===== src/rtl/fcpu_pkg.sv =====
// Shared core widths for the result broadcast path: reservation-station tag,
// data word, and the combined common-data-bus beat layout {tag, data}.
package fcpu_pkg;

    localparam int RSV_ID_W = 4;
    localparam int DATA_W   = 32;
    localparam int CDB_W    = RSV_ID_W + DATA_W;

    // One broadcast beat; tag occupies the bits above the data word.
    typedef struct packed {
        logic [RSV_ID_W-1:0] tag;
        logic [DATA_W-1:0]   data;
    } cdb_beat_t;

endpackage


===== src/rtl/cdb_src_fifo.sv =====
// Per-source result buffer in front of the CDB arbiter.
// Ready is a registered flag so the producer never sees a same-cycle pop:
// a full buffer stays not-ready in the cycle it is popped and reopens one
// cycle later. Ready is held low while reset is asserted.
module cdb_src_fifo #(
    parameter int WIDTH   = 36,
    parameter int DEPTH_W = 1
) (
    input  logic             clk,
    input  logic             nrst,
    input  logic             push_valid,
    input  logic [WIDTH-1:0] push_data,
    output logic             push_ready,
    input  logic             pop,
    output logic [WIDTH-1:0] head_data,
    output logic             not_empty
);

    localparam int DEPTH = 1 << DEPTH_W;
    localparam logic [DEPTH_W:0] DEPTH_CNT = (DEPTH_W + 1)'(DEPTH);
    localparam logic [DEPTH_W:0] CNT_ZERO  = (DEPTH_W + 1)'(0);
    localparam logic [DEPTH_W:0] CNT_ONE   = (DEPTH_W + 1)'(1);
    localparam logic [DEPTH_W-1:0] PTR_ONE = DEPTH_W'(1);

    logic [WIDTH-1:0]   mem_r [DEPTH];
    logic [DEPTH_W-1:0] wr_ptr_r;
    logic [DEPTH_W-1:0] rd_ptr_r;
    logic [DEPTH_W:0]   count_r;
    logic [DEPTH_W:0]   count_nxt_s;
    logic               ready_r;
    logic               push_s;
    logic               pop_s;

    assign push_s     = push_valid & ready_r;
    assign pop_s      = pop & (count_r != CNT_ZERO);
    assign push_ready = ready_r;
    assign head_data  = mem_r[rd_ptr_r];
    assign not_empty  = (count_r != CNT_ZERO);

    // Next occupancy: push and pop together leave it unchanged.
    always_comb begin
        count_nxt_s = count_r;
        case ({push_s, pop_s})
            2'b10:   count_nxt_s = count_r + CNT_ONE;
            2'b01:   count_nxt_s = count_r - CNT_ONE;
            default: count_nxt_s = count_r;
        endcase
    end

    // Pointers, occupancy and registered ready; pointers wrap naturally.
    always_ff @(posedge clk or negedge nrst) begin
        if (!nrst) begin
            wr_ptr_r <= DEPTH_W'(0);
            rd_ptr_r <= DEPTH_W'(0);
            count_r  <= CNT_ZERO;
            ready_r  <= 1'b0;
        end else begin
            if (push_s) begin
                wr_ptr_r <= wr_ptr_r + PTR_ONE;
            end
            if (pop_s) begin
                rd_ptr_r <= rd_ptr_r + PTR_ONE;
            end
            count_r <= count_nxt_s;
            ready_r <= (count_nxt_s < DEPTH_CNT);
        end
    end

    // Storage array; contents are don't-care while the buffer is empty.
    always_ff @(posedge clk) begin
        if (push_s) begin
            mem_r[wr_ptr_r] <= push_data;
        end
    end

endmodule


===== src/rtl/cdb_arbiter.sv =====
// Common-data-bus arbiter: one buffer per functional-unit result source,
// a round-robin pick among non-empty buffers each cycle, and a registered
// broadcast. The picked head is popped on the same edge that loads cdb.
module cdb_arbiter
    import fcpu_pkg::*;
#(
    parameter int N_SOURCES    = 4,
    parameter int FIFO_DEPTH_W = 1
) (
    input  logic                       clk,
    input  logic                       nrst,
    input  logic [N_SOURCES-1:0]       src_valid,
    input  logic [N_SOURCES*CDB_W-1:0] src_data,
    output logic [N_SOURCES-1:0]       src_ready,
    output logic                       cdb_valid,
    output logic [CDB_W-1:0]           cdb
);

    localparam int IDX_W = (N_SOURCES > 1) ? $clog2(N_SOURCES) : 1;
    localparam logic [IDX_W-1:0] LAST_IDX = IDX_W'(N_SOURCES - 1);

    logic [CDB_W-1:0]     head_data_s [N_SOURCES];
    logic [N_SOURCES-1:0] not_empty_s;
    logic [N_SOURCES-1:0] pop_s;
    logic                 grant_valid_s;
    logic [IDX_W-1:0]     grant_idx_s;
    logic [IDX_W-1:0]     last_grant_r;
    logic                 cdb_valid_r;
    cdb_beat_t            cdb_r;

    for (genvar i = 0; i < N_SOURCES; i++) begin : g_src
        cdb_src_fifo #(
            .WIDTH   (CDB_W),
            .DEPTH_W (FIFO_DEPTH_W)
        ) u_fifo (
            .clk        (clk),
            .nrst       (nrst),
            .push_valid (src_valid[i]),
            .push_data  (src_data[i*CDB_W +: CDB_W]),
            .push_ready (src_ready[i]),
            .pop        (pop_s[i]),
            .head_data  (head_data_s[i]),
            .not_empty  (not_empty_s[i])
        );
    end

    // Round-robin pick: scan from farthest to nearest after last_grant so
    // the nearest non-empty source overwrites any farther candidate.
    always_comb begin
        int sum;
        int cand;
        logic [IDX_W-1:0] cand_idx;
        sum           = 0;
        cand          = 0;
        cand_idx      = IDX_W'(0);
        grant_valid_s = 1'b0;
        grant_idx_s   = IDX_W'(0);
        for (int k = N_SOURCES; k >= 1; k--) begin
            sum           = int'(last_grant_r) + k;
            cand          = (sum >= N_SOURCES) ? (sum - N_SOURCES) : sum;
            cand_idx      = IDX_W'(cand);
            grant_idx_s   = not_empty_s[cand_idx] ? cand_idx : grant_idx_s;
            grant_valid_s = grant_valid_s | not_empty_s[cand_idx];
        end
    end

    // One-hot pop of the granted buffer.
    always_comb begin
        pop_s              = {N_SOURCES{1'b0}};
        pop_s[grant_idx_s] = grant_valid_s;
    end

    // Broadcast register and round-robin pointer; cdb holds when idle.
    always_ff @(posedge clk or negedge nrst) begin
        if (!nrst) begin
            cdb_valid_r  <= 1'b0;
            cdb_r        <= '{tag: RSV_ID_W'(0), data: DATA_W'(0)};
            last_grant_r <= LAST_IDX;
        end else if (grant_valid_s) begin
            cdb_valid_r  <= 1'b1;
            cdb_r        <= head_data_s[grant_idx_s];
            last_grant_r <= grant_idx_s;
        end else begin
            cdb_valid_r  <= 1'b0;
        end
    end

    assign cdb_valid = cdb_valid_r;
    assign cdb       = cdb_r;

endmodule


===== config.mk =====
export PLATFORM = sky130hd
export DESIGN_NAME = cdb_arbiter
export DESIGN_NICKNAME = d
export VERILOG_FILES = /design/src/rtl/fcpu_pkg.sv /design/src/rtl/cdb_src_fifo.sv /design/src/rtl/cdb_arbiter.sv
export SDC_FILE = /design/constraint.sdc
export NUM_CORES = 1
export LEC_CHECK = 0
export CORE_UTILIZATION = 30
export DETAILED_ROUTE_END_ITERATION = 6
export PLACE_DENSITY = 0.6
export SYNTH_ARGS = -nofsm -noshare
export SYNTH_HDL_FRONTEND = slang
export SYNTH_SLANG_ARGS = --single-unit

===== constraint.sdc =====
create_clock -name clk -period 2.4 [get_ports clk]
set_input_delay 0.36 -clock clk [delete_from_list [all_inputs] [get_ports clk]]
set_output_delay 0.36 -clock clk [all_outputs]
set_load 0.02 [all_outputs]

# After elaboration in Yosys (flattened, before gate mapping)
# Memories as Yosys holds them, arrays and structs flattened.
# Cells that the tools add are included.
dict set report totals {
  reg_bits 59
  ram_bits 288
  inputBits 150
  output_inout_bits 41
  wordCells 123
  n_memories 4
}
# name depth width read_ports rd_clocked_by_memory_dff wr line
set mem_list {}
lappend mem_list {{g_src[0].u_fifo.mem_r} 2 36 1 0 1 cdb_src_fifo.sv:25} ;# logic [WIDTH-1:0] mem_r [DEPTH];
lappend mem_list {{g_src[1].u_fifo.mem_r} 2 36 1 0 1 cdb_src_fifo.sv:25}
lappend mem_list {{g_src[2].u_fifo.mem_r} 2 36 1 0 1 cdb_src_fifo.sv:25}
lappend mem_list {{g_src[3].u_fifo.mem_r} 2 36 1 0 1 cdb_src_fifo.sv:25}
dict set report classes {
  n_addsub 24
  n_lt_le_gt_ge 15
  n_eq_ne 8
  mux 34
  n_bitwise 13
  reduce_logical 5
}
# op n
set ops {}
lappend ops {{$bmux W36 S2} 1}
lappend ops {{$mux W36} 2}
lappend ops {{$mux W2} 8}
lappend ops {{$pmux W2 S2} 4}
lappend ops {{$sub A2 B1 Y2 const B} 8}
lappend ops {{$lt A2 B3 Y1 const B} 5}
lappend ops {{$mux W1} 14}
lappend ops {{$ge A3 B3 Y1 const B} 4}
lappend ops {{$add A1 B1 Y1 const B} 8}
lappend ops {{$add A2 B1 Y2 const B} 4}
lappend ops {{$and A1 B1 Y1} 8}
lappend ops {{$bmux W1 S2} 4}
lappend ops {{$eq A2 B1 Y1 const B} 4}
lappend ops {{$eq A2 B2 Y1 const B} 4}
lappend ops {{$lt A2 B2 Y1 const B} 4}
lappend ops {{$reduce_bool A2 Y1} 4}
lappend ops {{$add A2 B2 Y3 const B} 2}
lappend ops {{$add A2 B3 Y4 const B} 1}
lappend ops {{$and A4 B4 Y4} 1}
lappend ops {{$ge A4 B3 Y1 const B} 1}
lappend ops {{$add A2 B1 Y3 const B} 1}
lappend ops {{$not A2 Y3} 1}
lappend ops {{$or A1 B1 Y1} 3}
lappend ops {{$demux W1 S2} 1}
lappend ops {{other kinds (2)} 2}

# Depth between registers and ports, before layout
# Gate-level depths: netlist (run 1).
dict set report logic_depth {
  ltp_word 18
  ltp_mapped 10
  ltp_nobuf 8
}

# Modules after synthesis
# From an unflattened synthesis (run 1), not the netlist that was laid out.
dict set report hier_totals {
  hier_cells 844
  hier_area_um2 14930.6
}
# module n_inst cells_per_inst area_each_um2 seq_area_each_um2
set modules_own_cells {}
lappend modules_own_cells {cdb_src_fifo 4 130 2949.1 2287.2}
lappend modules_own_cells {cdb_arbiter 1 324 3134.3 978.4}

# Worst setup path after synthesis (run 1)
# No wires, ideal clock.
dict set report synth_timing {
  kind {input to register}
  start {input port src_valid[1]}
  end {memory g_src[1].u_fifo.mem_r[0][0], enable pin}
  setup_ns 0.429
  arrival_time_ns 1.979
  required_ns 1.971
  path_slack_ns -0.008
  stages 2
  n_path_buf 0
  path_cell_list {nand2_1 -> nor2_1}
}
dict set report synth_between {
  elab_chain_len 3
}
# item line
set synth_rtl {}
lappend synth_rtl {{start, declared} cdb_arbiter.sv:12} ;# input logic [N_SOURCES-1:0] src_valid,
lappend synth_rtl {{$and A1 B1 Y1} cdb_src_fifo.sv:34} ;# assign push_s = push_valid & ready_r;
lappend synth_rtl {{$mux W1} cdb_src_fifo.sv:71} ;# if (push_s) begin
lappend synth_rtl {{$mux W1 (implied by the code)} cdb_src_fifo.sv:72} ;# mem_r[wr_ptr_r] <= push_data;
lappend synth_rtl {{end, declared} cdb_src_fifo.sv:25}
# Every way passes these cells.

# Worst setup path after layout (run 1)
dict set report layout_timing {
  start {register last_grant_r[0]}
  end {register cdb_r, in the netlist cdb[13]}
}
dict set report layout_between {
  elab_chain_len 13
  word_cells_on_any_way 35
  cone_classes {8 x add/sub; 4 x order compare; 19 x mux; 4 x bitwise}
}
# item line
set layout_rtl {}
lappend layout_rtl {{start, declared} cdb_arbiter.sv:27} ;# logic [IDX_W-1:0] last_grant_r;
lappend layout_rtl {{start signal, assigned} cdb_arbiter.sv:82} ;# last_grant_r <= grant_idx_s;
lappend layout_rtl {{$add A2 B3 Y4} cdb_arbiter.sv:59} ;# sum = int'(last_grant_r) + k;
lappend layout_rtl {{$ge A4 B3 Y1 / $sub A2 B1 Y2 (equally long branches)} cdb_arbiter.sv:60} ;# cand = (sum >= N_SOURCES) ? (sum - N_SOURCES) : sum;
lappend layout_rtl {{$mux W2} cdb_arbiter.sv:60}
lappend layout_rtl {{$bmux W1 S2} {cdb_arbiter.sv:62, cdb_arbiter.sv:63}}
lappend layout_rtl {{$mux W1 (implied by the code)} {cdb_arbiter.sv:62, cdb_arbiter.sv:63}}
lappend layout_rtl {{$mux W2 (4 in series)} cdb_arbiter.sv:62} ;# grant_idx_s = not_empty_s[cand_idx] ? cand_idx : grant_idx_s;
lappend layout_rtl {{$not A2 Y3 (implied by the code)} cdb_arbiter.sv:81} ;# cdb_r <= head_data_s[grant_idx_s];
lappend layout_rtl {{$bmux W36 S2} cdb_arbiter.sv:81}
lappend layout_rtl {{$mux W36 (implied by the code) (2 in series)} cdb_arbiter.sv:81}
lappend layout_rtl {{end signal, assigned} cdb_arbiter.sv:77} ;# cdb_r <= '{tag: RSV_ID_W'(0), data: DATA_W'(0)};
lappend layout_rtl {{end signal, assigned} cdb_arbiter.sv:81}
lappend layout_rtl {{end, declared} cdb_arbiter.sv:29} ;# cdb_beat_t cdb_r;
# Parallel ways exist; a longest one is shown, timed or not. The select of a mux whose other input is x is not followed.
# A chain may end at the register's enable or synchronous reset.

==> impl_results.md, run 1 <==
- Final Skew: 0.0247 ns
- Data arrival time of the critical path: 2.66 ns
- FILL cells: 4603
- CP Data Required Time: 2.85 ns
- CTS tree: done
- Synth area leaders: edfxtp_1 58%, dfrtp_1 9.5%, mux2_2 8.1%, mux2i_1 2.3%, o21ai_0 2.0%
- Mux share of post-synthesis cell area: 10.5%
- Sequential area share after synthesis: 67.8%
- Reg clk slew, reported paths: 0.06 ns
- First-pass GRT wire length: 63.5 mm
- Netlist Area Pre-Place: 0.0149 mm^2
- PortBufs: 190
- Post-layout min period: 2.21 ns
- Drt drc: 0
- Final setup viols: 0
- Max Cap Viol: 0
- Layout cells sized above 1: 23.0%
- CTS HTree Levels: 2
- Post-Synth XOR/XNOR Area: 1.17%
- Setup crit start kind: register
- Pwr dens: 1350 mW/mm^2
- Number of global-route vias before repair: 9840
- Syn_nets: 1145
- Ys Warns: 0
- Root buf cell: clkbuf_16
- Final Core Density: 38.7%
- Initial antenna violation count: 2
- Fin nets: 1351
- Core Rows: 81
- Grt ovf: 0
- Top cell type's share of synthesized area: 57.9%
- Post-synthesis async set-or-reset flop share: 17.0%
- Ant diodes: 0
- Worst Path Buf+Inv: 1
- Worst skew pair latency: 0.53 ns
- Fin crit share: 92.1%
- Gp weighted congestion: 0.833
- CORE AREA: 0.0491 mm^2
- Fmax: 453 MHz
- Synth Area per Inst: 15.1 um^2
- Chip Width: 225 um
- Synth Flop Type: edfxtp_1
- First-pass DRT Iterations: 5
- Synth Area in Simple Gates: 4.94%
- Slowest library cell on the worst path: dfstp_2
- Area Growth Syn to Fin: 26.9%
- Netlist cell types: 52
- CTS Sinks: 347
- Largest net degree at the start of global routing: 60
- Status: completed
- Initial core utilization: 30.5%
- Post-synthesis compound-gate area fraction: 12.1%
- Cells after synthesis: 991
- Synthesized-area fraction occupied by adder cells: 0.335%
- Iteration-0 DRC count of the detailed router: 756
- Fin Setup TNS: 0 ns
- Crit-path cells: o21ba_1 -> or3_2 -> buf_12 -> o21ai_0 -> a221oi_1 -> a31oi_1
- Die Y: 225 um
- Max-slew violations: 0
- IO Pins: 191
- Rel. slew slack: 37.2%
- CP Capture Type: register
- Worst Path Class, Setup: reg -> reg
- Leakage power: 6.48 nW
- Hold Violations, Final: 0
- Slew @ Worst Pin: 0.941 ns
- Maximum root-to-sink buffer count: 3
- Critical path's largest stage delay: 0.62 ns
- Global Route Usage Sum: 16.9%
- Full die area: 0.0507 mm^2
- Yosys top cell by area: edfxtp_1
- FF+latch count, synth: 347
- RSZ-0062 raised after global routing: false
- Cell class contributing the biggest share of worst-path delay: compound AO/OA/AOI/OAI gates
- Vias post-DR: 9704
- HPWL Detailed: 29.3 mm
- Hold/Removal Path Class: in -> reg
- CTS Buf Count: 37
- Crit-path max FO: 22
- Per-cell routed wire length: 22.8 um
- Post-synth EDFFs: 288
- Largest family of logic cells by synthesized area: compound AO/OA/AOI/OAI gates
- Routed Antenna Nets: 0
- Drt total wl: 43.1 mm
- Max VDD drop: 0.730 mV
- DR vias/cell: 5.14
-- logic make-up after synthesis --
logic type / count (synthesis)
xor gates and xnor gates: 20
buffers and inverters: 82
and+or+nand+nor: 156
AOI/OAI and AO/OA: 239
adders and majority gates: 4
DFF: 347
muxes: 143
-- sequential cells by signal (all words and copies together) (netlist names), named ones only --
| name | count |
|---|---|
| cdb_valid | 1 |
| g_src.u_fifo.mem_r | 288 |
| g_src.u_fifo.count_r | 4 |
| cdb | 36 |
| g_src.u_fifo.rd_ptr_r | 4 |
| g_src.u_fifo.push_ready | 4 |
| last_grant_r | 2 |
| g_src.u_fifo.wr_ptr_r | 4 |
-- routing by layer --
layer	share of wire (%)	vias up	GRT usage, %
met1	41	4883	21.1
met4	2.6	4	5.62
met2	49	407	28.8
li1	-	4329	-
met3	6.7	81	3.95
met5	0.042	-	0
-- area by class of cell --
| cell class | count | area [um^2] | share of cell area (%) |
|---|---|---|---|
| timing repair buffer | 244 | 2420 | 12.8 |
| inverter | 5 | 18.8 | 0.0989 |
| tap | 664 | 831 | 4.38 |
| clock buffer | 50 | 1020 | 5.36 |
| clock inverter | 17 | 123 | 0.646 |
| multi-input combinational | 562 | 4430 | 23.3 |
| sequential | 347 | 10100 | 53.4 |
-- stage by stage --
step / worst slack, ns / std cells / area (um^2) / hold WS (ns) / total power, mW
after floorplan: 0.310 / 991 / 15000 / 0.0644 / 16.5
after global placement: 0.302 / 1821 / 17800 / 0.502 / 20.0
final: 0.190 / 1889 / 19000 / 0.403 / 25.7
after global routing: 0.0779 / 1889 / 19000 / 0.390 / 27.0
after detailed placement: 0.219 / 1821 / 17800 / 0.513 / 20.4
after CTS: 0.219 / 1889 / 19000 / 0.382 / 25.9
-- synthesized netlist by cell type (25+ instances only) --
cell type	instances
a32oi_1	34
buf_2	25
clkbuf_1	27
dfrtp_1	57
edfxtp_1	288
mux2_2	108
mux2i_1	35
nand2_1	47
nand4_1	36
nor2_1	56
o21ai_0	61
o31ai_1	35
-- worst paths after layout --
path,from,end,slack (ns),cells after the start
worst max-delay path,last_grant_r[0],cdb[13],0.19,6
worst min-delay path,src_data[7],g_src[0].u_fifo.mem_r[1][7],0.40,1
worst max register to register,last_grant_r[0],cdb[13],0.19,6
worst min register to register,cdb[0],cdb[0],0.53,2
max in group asynchronous,nrst,g_src[3].u_fifo.rd_ptr_r,1.21,2
min in group asynchronous,nrst,g_src[1].u_fifo.wr_ptr_r,0.52,2
-- layout by cell type, fill, tap and decap left out, types with 34 or more instances in the layout --
cell type	synthesis	routed
a32oi_1	34	34
clkbuf_16	0	38
o21ai_0	61	61
edfxtp_1	288	288
o31ai_1	35	35
mux2i_1	35	35
nand2_1	47	45
nor2_1	56	52
dfrtp_1	57	53
mux2_2	108	108
nand4_1	36	36
clkdlybuf4s50_1	0	189
buf_4	9	45
-- power by group --
| part | switching, mW | leakage (nW) | internal [mW] |
|---|---|---|---|
| Clock | 2.31 | 0.554 | 3.09 |
| Combinational | 6.59 | 2.58 | 4.62 |
| Sequential | 0.856 | 3.34 | 8.20 |
-- repair_timing --
item                      CTS  global route
hold buffers                1             0
hold endpoints to repair   35             0
setup buffers               0             0
gates resized for setup     0             0
No activity file was read; power rests on OpenSTA's default activity.
==> run 2, diff against run 1 <==
--- a/config.mk
+++ b/config.mk
@@ -7,7 +7,8 @@
 export LEC_CHECK = 0
 export CORE_UTILIZATION = 30
 export DETAILED_ROUTE_END_ITERATION = 6
-export PLACE_DENSITY = 0.6
+export DONT_BUFFER_PORTS = 1
+export PLACE_DENSITY = 0.55
 export SYNTH_ARGS = -nofsm -noshare
 export SYNTH_HDL_FRONTEND = slang
 export SYNTH_SLANG_ARGS = --single-unit
==> impl_results.md, run 2 (synthesis gave the netlist of run 1 again) <==
- Hold Violations, Final: 0 (unchanged)
- First-pass GRT wire length: 64.1 mm (+1.0%)
- Fin crit share: 96.6% (+4.5 points)
- Routed Antenna Nets: 0 (unchanged)
- Root buf cell: clkbuf_16
- Grt ovf: 0 (unchanged)
- Slowest library cell on the worst path: dfstp_2
- IO Pins: 191 (unchanged)
- Gp weighted congestion: 0.812 (-2.6%)
- Leakage power: 6.40 nW (-1.3%)
- Placed cell count: 1623 (-11%)
- Final Cell Area: 0.0187 mm^2 (-1.4%)
- Status: completed
- Full die area: 0.0507 mm^2 (unchanged)
- Global Route Usage Sum: 17.2% (+0.30 points)
- Setup crit start kind: register
- Layout cells sized above 1: 24.3% (+1.3 points)
- CTS Sinks: 347 (unchanged)
- Most frequent cells in the layout: 288 x edfxtp_1, 145 x dlygate4sd3_1, 108 x mux2_2, 61 x o21ai_0, 53 x dfrtp_1
- First-pass DRT Iterations: 5 (unchanged)
- Met2 WL: 20.5 mm (-3.5%)
- Total power: 25.7 mW (about the same)
- Critical path's largest stage delay: 0.70 ns (+0.08 ns)
- Vias post-DR: 9468 (-2.4%)
- Iteration-0 DRC count of the detailed router: 664 (-12%)
- Area Growth Syn to Fin: 25.2%
- Reg clk slew, reported paths: 0.06 ns (about the same)
- Data arrival time of the critical path: 2.77 ns (+0.11 ns)
- Final Skew: 0.0377 ns (+0.0129 ns)
- Chip Width: 225 um (unchanged)
- DR vias/cell: 5.12 (-0.27%)
- Fmax: 431 MHz (-4.7%)
- FILL cells: 4609 (+0.13%)
- Maximum root-to-sink buffer count: 3 (unchanged)
- HPWL Detailed: 28.6 mm (-2.4%)
- Placed Instance Area: 0.0159 mm^2 (-11%)
- Slew @ Worst Pin: 0.810 ns (-0.132 ns)
- CORE AREA: 0.0491 mm^2 (unchanged)
- Post-CTS Setup Inserts: 0 (unchanged)
- Fin Setup TNS: 0 ns (unchanged)
- CTS Buf Count: 39 (+5.4%)
- Fin nets: 1300 (-3.8%)
- Hold/Removal Path Class: in -> reg
- Rel. slew slack: 45.8% (+8.6 points)
- Drt drc: 0 (unchanged)
- M1 wire length: 17.9 mm (+0.76%)
- Hold WS: 0.0931 ns (-0.310 ns)
- Max Cap Viol: 0 (unchanged)
- Max FFs per register: 288 (unchanged)
- Max VDD drop: 0.753 mV (+3.1%)
- Met3 routed WL: 3.64 mm (+25%)
- RSZ-0062 raised after global routing: false
- Top sig layer: met5
- Finished Layout Cells: 1848 (-2.2%)
- Max-slew violations: 0 (unchanged)
- Drt total wl: 43.4 mm (+0.73%)
- Core Rows: 81 (unchanged)
- CP Data Required Time: 2.86 ns (about the same)
- Number of global-route vias before repair: 9742 (-1.0%)
- Top reg by flops: g_src.u_fifo.mem_r
- PortBufs: 0 (-100%)
- Crit-path cells: o21ba_1 -> or3_2 -> buf_4 -> o21ai_0 -> a221oi_1 -> a21oi_1
- Leading cell type in the layout, fill and taps excluded: edfxtp_1
- Largest net degree at the start of global routing: 60 (unchanged)
- Die Y: 225 um (unchanged)
- Worst skew pair latency: 0.56 ns (+0.03 ns)
- CP Capture Type: register
- Pwr dens: 1370 mW/mm^2 (+1.3%)
- CTS HTree Levels: 2 (unchanged)
- Final setup viols: 0 (unchanged)
- CTS tree: done
- Initial core utilization: 30.5% (unchanged)
- Crit-path max FO: 36 (+64%)
- Per-cell routed wire length: 23.5 um (+3.0%)
- Initial antenna violation count: 12 (+10)
- Worst Path Class, Setup: reg -> reg
- Post-layout min period: 2.32 ns (+0.109 ns)
==> run 2: cell count changes in the layout (fill, tap and decap cells not counted), moves of 2 or more <==
cell             before  now
buf_12                9   12
buf_4                45   33
bufinv_16             1    4
clkbuf_16            38   40
clkdlybuf4s50_1     189    0
clkinv_1              7    2
clkinv_2              5    7
diode_2               0    8
dlygate4sd3_1         1  145
inv_6                 0    2
==> run 2: power breakdown <==
group / internal [mW] / total (mW) / switching [mW]
Clock: 3.60 / 5.99 / 2.39
Combinational: 4.01 / 10.1 / 6.11
Sequential: 8.21 / 9.54 / 1.33
Total: 15.8 / 25.7 / 9.83
==> run 2: area by class of cell <==
class | instances | area (um^2) | share of cell area (%)
inverters | 5 | 18.8 | 0.100
well taps | 664 | 831 | 4.44
multi-input cells | 562 | 4450 | 23.8
flip-flops and latches | 347 | 10100 | 54.2
clock buffers | 54 | 1080 | 5.79
clock inverters | 17 | 205 | 1.10
diodes | 8 | 20.0 | 0.107
repair buffers | 191 | 1970 | 10.5
==> run 2: per-layer routing <==
layer / up-vias / global-route usage [%]
met2: 410 / 27.7
li1: 4237 / -
met4: 10 / 6.93
met5: - / 0
met3: 73 / 5.15
met1: 4738 / 21.6
==> run 2: path summary, 6_finish.rpt <==
path,depth (start not counted),endpoint,slack [ns],from
max,6,cdb[16],0.08,last_grant_r[0]
min,2,g_src[2].u_fifo.wr_ptr_r,0.09,src_valid[2]
max reg2reg,6,cdb[16],0.08,last_grant_r[0]
min reg2reg,1,g_src[3].u_fifo.wr_ptr_r,0.55,g_src[3].u_fifo.wr_ptr_r
max in group asynchronous,2,g_src[3].u_fifo.rd_ptr_r,1.67,nrst
min in group asynchronous,2,cdb[13],0.39,nrst
==> run 2: metrics by stage <==
step / worst slack, ns / utilization, %
6_report: 0.0819 / 38.1
5_1_grt: 0.0232 / 38.1
4_1_cts: 0.0728 / 38.1
3_5_place_dp: 0.0875 / 32.4
3_3_place_gp: 0.140 / 32.4
2_1_floorplan: 0.310 / -
==> run 2: what timing repair did <==
item                                    CTS  global route
hold endpoints to repair                347             0
hold buffers                            146             0
endpoints found under the setup margin    0            17
resized for setup                         0             6
==> run 2: critical path, delay by kind of cell, from the launching register on <==
family,cells,cell delay [ns]
buf+inv,1,0.30
simple gates,1,0.40
compound gates,4,0.80
flops,1,0.70
